File: src/rtl/sram_axi_rd_arbiter.sv
// Purpose: arbitrates fetch-side and load-side SRAM-like reads onto one AXI AR/R channel pair.
// Latency: request-to-addr_ok is 2 cycles minimum; read data is forwarded combinationally from R.
// Backpressure: AR held stable until arready; a requester at MAX_OUTST in-flight reads is not granted.
// Build option: define ARB_ROUND_ROBIN_EN for round-robin arbitration (default: fixed data priority).

module sram_axi_rd_arbiter #(
  parameter int MAX_OUTST = 2
) (
  input  logic        clk,
  input  logic        reset,
  // fetch side
  input  logic        inst_req,
  input  logic [31:0] inst_addr,
  output logic        inst_addr_ok,
  output logic        inst_data_ok,
  output logic [31:0] inst_rdata,
  // load side
  input  logic        data_req,
  input  logic [31:0] data_addr,
  input  logic [1:0]  data_size,
  output logic        data_addr_ok,
  output logic        data_data_ok,
  output logic [31:0] data_rdata,
  // AXI AR
  output logic [3:0]  arid,
  output logic [31:0] araddr,
  output logic [7:0]  arlen,
  output logic [2:0]  arsize,
  output logic [1:0]  arburst,
  output logic        arvalid,
  input  logic        arready,
  // AXI R
  input  logic [3:0]  rid,
  input  logic [31:0] rdata,
  input  logic        rlast,
  input  logic        rvalid,
  output logic        rready,
  output logic        rd_err
);

  localparam logic [2:0] LP_MAX = 3'(MAX_OUTST);

  typedef enum logic [1:0] {
    S_IDLE    = 2'd0,
    S_AR_INST = 2'd1,
    S_AR_DATA = 2'd2
  } state_t;

  state_t      r_state;
  state_t      w_state_nxt;

  logic [2:0]  r_cnt_inst;
  logic [2:0]  r_cnt_data;
  logic        r_arid0;
  logic [31:0] r_araddr;
  logic [2:0]  r_arsize;
  logic        r_rd_err;

  logic        w_idle;
  logic        w_inst_cand;
  logic        w_data_cand;
  logic        w_pick_data;
  logic        w_grant_inst;
  logic        w_grant_data;
  logic        w_hs;
  logic        w_beat_ok_inst;
  logic        w_beat_ok_data;
  logic        w_inc_inst;
  logic        w_inc_data;
  logic        w_dec_inst;
  logic        w_dec_data;

  // A requester is a candidate only while it has room for another in-flight read
  assign w_idle      = (r_state == S_IDLE);
  assign w_inst_cand = inst_req & (r_cnt_inst < LP_MAX);
  assign w_data_cand = data_req & (r_cnt_data < LP_MAX);

`ifdef ARB_ROUND_ROBIN_EN
  // 1 = data was granted last, 0 = inst was granted last
  logic r_last_data;

  assign w_pick_data = w_data_cand & (~w_inst_cand | ~r_last_data);

  // Remember the last winner so a tie goes to the other requester next time
  always_ff @(posedge clk) begin
    if (reset) begin
      r_last_data <= 1'b0;
    end else if (w_grant_data) begin
      r_last_data <= 1'b1;
    end else if (w_grant_inst) begin
      r_last_data <= 1'b0;
    end
  end
`else
  assign w_pick_data = w_data_cand;
`endif

  assign w_grant_data = w_idle & w_pick_data;
  assign w_grant_inst = w_idle & w_inst_cand & ~w_pick_data;

  // FSM state register
  always_ff @(posedge clk) begin
    if (reset) begin
      r_state <= S_IDLE;
    end else begin
      r_state <= w_state_nxt;
    end
  end

  // FSM next state: a grant is committed until the AR handshake completes
  always_comb begin
    w_state_nxt = r_state;
    case (r_state)
      S_IDLE: begin
        if (w_grant_data) begin
          w_state_nxt = S_AR_DATA;
        end else if (w_grant_inst) begin
          w_state_nxt = S_AR_INST;
        end
      end
      S_AR_INST, S_AR_DATA: begin
        if (arready) begin
          w_state_nxt = S_IDLE;
        end
      end
      default: w_state_nxt = S_IDLE;
    endcase
  end

  // FSM outputs: everything is forced low while reset is held
  always_comb begin
    arvalid      = 1'b0;
    inst_addr_ok = 1'b0;
    data_addr_ok = 1'b0;
    if (!reset) begin
      arvalid      = (r_state != S_IDLE);
      inst_addr_ok = (r_state == S_AR_INST) & arready;
      data_addr_ok = (r_state == S_AR_DATA) & arready;
    end
  end

  assign w_hs = arvalid & arready;

  // Capture the winning request so AR fields stay stable while arvalid waits for arready
  always_ff @(posedge clk) begin
    if (reset) begin
      r_araddr <= 32'd0;
      r_arid0  <= 1'b0;
      r_arsize <= 3'd0;
    end else if (w_grant_data) begin
      r_araddr <= data_addr;
      r_arid0  <= 1'b1;
      r_arsize <= {1'b0, data_size};
    end else if (w_grant_inst) begin
      r_araddr <= inst_addr;
      r_arid0  <= 1'b0;
      r_arsize <= 3'd2;
    end
  end

  assign araddr  = reset ? 32'd0 : r_araddr;
  assign arid    = reset ? 4'd0 : {3'b000, r_arid0};
  assign arsize  = reset ? 3'd0 : r_arsize;
  assign arlen   = 8'd0;
  assign arburst = 2'b01;
  assign rready  = 1'b1;

  // An R beat is only legal for ID 0/1 with a read actually outstanding on that ID
  assign w_beat_ok_inst = ~reset & rvalid & (rid == 4'd0) & (r_cnt_inst != 3'd0);
  assign w_beat_ok_data = ~reset & rvalid & (rid == 4'd1) & (r_cnt_data != 3'd0);

  assign inst_data_ok = w_beat_ok_inst;
  assign data_data_ok = w_beat_ok_data;
  assign inst_rdata   = reset ? 32'd0 : rdata;
  assign data_rdata   = reset ? 32'd0 : rdata;

  assign w_inc_inst = w_hs & ~r_arid0;
  assign w_inc_data = w_hs &  r_arid0;
  assign w_dec_inst = w_beat_ok_inst & rlast;
  assign w_dec_data = w_beat_ok_data & rlast;

  // Outstanding counters: simultaneous increment and decrement cancel; saturate rather than wrap
  always_ff @(posedge clk) begin
    if (reset) begin
      r_cnt_inst <= 3'd0;
      r_cnt_data <= 3'd0;
    end else begin
      case ({w_inc_inst, w_dec_inst})
        2'b10:   r_cnt_inst <= (r_cnt_inst == 3'd7) ? r_cnt_inst : r_cnt_inst + 3'd1;
        2'b01:   r_cnt_inst <= r_cnt_inst - 3'd1;
        default: r_cnt_inst <= r_cnt_inst;
      endcase
      case ({w_inc_data, w_dec_data})
        2'b10:   r_cnt_data <= (r_cnt_data == 3'd7) ? r_cnt_data : r_cnt_data + 3'd1;
        2'b01:   r_cnt_data <= r_cnt_data - 3'd1;
        default: r_cnt_data <= r_cnt_data;
      endcase
    end
  end

  // Sticky error for any R beat that cannot be matched to an outstanding read
  always_ff @(posedge clk) begin
    if (reset) begin
      r_rd_err <= 1'b0;
    end else if (rvalid & ~w_beat_ok_inst & ~w_beat_ok_data) begin
      r_rd_err <= 1'b1;
    end
  end

  assign rd_err = r_rd_err;

endmodule

File: config.mk
export PLATFORM = sky130hd
export DESIGN_NAME = sram_axi_rd_arbiter
export DESIGN_NICKNAME = d
export VERILOG_FILES = /design/src/rtl/sram_axi_rd_arbiter.sv
export SDC_FILE = /design/constraint.sdc
export NUM_CORES = 1
export LEC_CHECK = 0
export BUFFER_PORTS_ARGS = -buffer_cell sky130_fd_sc_hd__buf_2
export CORE_MARGIN = 5
export CORE_UTILIZATION = 30
export CTS_CLUSTER_SIZE = 16
export DETAILED_ROUTE_END_ITERATION = 10
export PLACE_DENSITY_LB_ADDON = 0.15
export SYNTH_ARGS = -nofsm -noshare
export SYNTH_HDL_FRONTEND = slang
export SYNTH_SLANG_ARGS = --single-unit
export TNS_END_PERCENT = 20
File: constraint.sdc
create_clock -name clk -period 3.8 [get_ports clk]
set_clock_uncertainty 0.2 [all_clocks]
set_input_delay 0.38 -clock clk [delete_from_list [all_inputs] [get_ports clk]]
set_output_delay 0.38 -clock clk [all_outputs]
set_load 0.1 [all_outputs]
==> metrics.txt <==
post-route ant nets 0; post-CTS sizing 0; fin util 40.8%; Final GP Congestion 0.761; vias in the first global route 3113; placed inst area 0.00389 sq mm; Clock Pin Slew Worst Setup and Hold Paths 90 ps; # hold bufs at CTS 0; TritonCTS Buffers 5; Worst R2R Path Depth 9; worst setup path start reset; register area share after synthesis 29.1%; post-route setup slack 1050 ps; GR Overflow Total 0; Port Buf Inserts 213; Fmax achieved 364 MHz; Seq pwr share 29.0%; Comb power frac 51.3%; clock buffer depth 2; WL met2 4.62 mm; H-tree depth 2; r2r endpoint r_cnt_data[2]; final std cells w/o fill 693; worst setup path end r_cnt_data[2]; main flop type after synthesis dfxtp_1; status completed; met1 WL 3.95 mm; max-cap violations 0; worst-path fanout max 8; Top Layer Used met4; dpl cells 685; IO Count 229; Slew headroom 27.2%; Setup Buffers After CTS 0; maximum VDD drop 218 uV; row cnt 36; routed wire length 9.42 mm; #FFs+latches synth 44; Total Die Area 0.0122 sq mm; CTS tree built; Total Power 0.00191 W; number of distinct library cells after synthesis 39; via/cell ratio 4.48; post-route cell area 0.00401 sq mm; share of synthesized registers carrying an async set or reset 0%; pre-CTS setup slack 726 ps; Synth Instances 398; top cells by area, synth dfxtp_1 29%, nor2b_1 14%, buf_4 12%; Core ar. 0.00982 sq mm; # fillers 1040; Setup-failing EPs final 0; switch share 52.3%; endpoints failing hold 0; Starting Density 30.8%; sw power 0.00100 W; Worst Hold Class input pin to register; initial antenna violation count 0; Die Span X 110 microns; first-pass GRT wire length 15.0 mm; Layout Nets 673; # diodes 0; WP data arrival 2740 ps; DP Wirelength 7.09 mm; CTS sink cnt 44; Yosys warnings 0; synthesized area per cell 7.61 sq um; WL/cell 13.6 microns; max-slew violation count 0; Internal 0.000912 W; cell taking the most area after synthesis dfxtp_1; cell area after synthesis 0.00303 sq mm; PD cells 477 mW/mm^2; Clock power frac 19.7%; Worst setup EP type register; Setup crit start kind input pin; vias 3108; final worst path period share 72.3%; share of the synthesized area in the top cell type 29.1%; drc violations 0; R2R setup slack 1050 ps; gr usage total 14.3%; largest net degree at the start of global routing 111; LEAKAGE 1.99 nW; worst slew pin tran 1090 ps; area grow syn2layout 32.4%; CTS root buffer clkbuf_8; Clk Latency, worst-skew pair 290 ps; first-pass iteration count of the detailed router 4; wire length on met3 769 microns; layout cells sized above 1 42.1%; RSZ-0062 raised after global routing no; EDFF count, synth 0; Initial DRC Count 121; R2R Path Start r_state[0]; Tmin final 2750 ps; Die Span Y 110 microns; crit path kind input pin to register; worst path required time 3800 ps
==> synthesized netlist by cell type (4+ instances only) <==
| master | count |
|---|---|
| nand2_1 | 71 |
| nor2b_1 | 68 |
| buf_4 | 47 |
| dfxtp_1 | 44 |
| nor2_1 | 41 |
| a311oi_1 | 32 |
| clkbuf_1 | 27 |
| inv_1 | 7 |
| nor3_1 | 6 |
| a21oi_1 | 5 |
| nand3_1 | 5 |
| mux2i_1 | 4 |
| nand2b_1 | 4 |
==> cell type report <==
cell class | count | area [sq um] | area share (%)
flip-flops and latches | 44 | 881 | 22.0
well taps | 133 | 166 | 4.15
repair buffers | 218 | 1110 | 27.6
clock inverters | 3 | 46.3 | 1.15
inverters | 7 | 26.3 | 0.655
multi-input cells | 283 | 1720 | 42.8
clock buffers | 5 | 68.8 | 1.72
==> cells by family after synthesis <==
family | share of synthesized area, %
compound gates | 14.4
xor+xnor | 1.16
fa+ha+maj | 2.56
buf+inv | 16.7
flops | 29.1
mux | 1.32
other cells | 0.248
simple gates | 34.5
==> per-layer routing <==
layer | vias to the layer above | global-route usage [%]
li1 | 1582 | -
met1 | 1387 | 16.4
met2 | 133 | 25.9
met3 | 6 | 4.49
met4 | 0 | 3.20
met5 | - | 0
==> sequential cells by signal, indices dropped and copies added, names as in the netlist <==
name        count
r_araddr       32
r_arid0         1
r_arsize        2
r_cnt_data      3
r_cnt_inst      3
r_state         2
rd_err          1
==> how the worst min path moves through the flow <==
stage	start	end	slack (ps)	cells past startpoint
3_3_place_gp	rd_err	rd_err	250	2
4_1_cts	reset	r_cnt_data[1]	80	2
3_5_place_dp	rd_err	rd_err	250	2
6_report	reset	r_cnt_data[1]	100	2
5_1_grt	reset	r_cnt_data[1]	100	2
2_1_floorplan	r_arsize[0]	r_arsize[0]	240	2
==> worst max-delay path, stage by stage <==
cell and delay (ps):
buf_4 140, or4b_4 620, nor3_4 310, nand2_1 170
fa_1 440, a311o_1 330, mux2i_1 160, xnor2_1 140
nor2_1 50
==> placed cells by master (no fill, tap or decap), types with 5 or more instances in the layout <==
cell type,netlist,layout
nor2b_1,68,68
nand2_1,71,71
a21oi_1,5,5
inv_1,7,7
a311oi_1,32,32
nor3_1,6,5
buf_2,0,212
conb_1,2,15
nor2_1,41,41
clkbuf_8,0,5
buf_4,47,6
dfxtp_1,44,44
==> power groups by stage <==
stage                     logic, W  registers [W]  clock network [W]
after CTS                 0.000989       0.000556           0.000398
after floorplan           0.000846       0.000561                  0
final                     0.000981       0.000555           0.000377
after detailed placement  0.000988       0.000565                  0
after global placement    0.000984       0.000563                  0
after global routing       0.00103       0.000565           0.000414
==> through the flow <==
step / TNS (ps) / hold slack, ps
after floorplan: -46.3 / 243
after global placement: 0 / 251
after detailed placement: 0 / 251
after CTS: 0 / 81.9
after global routing: 0 / 95.0
final: 0 / 96.1
(Power assumes the default switching activity.)
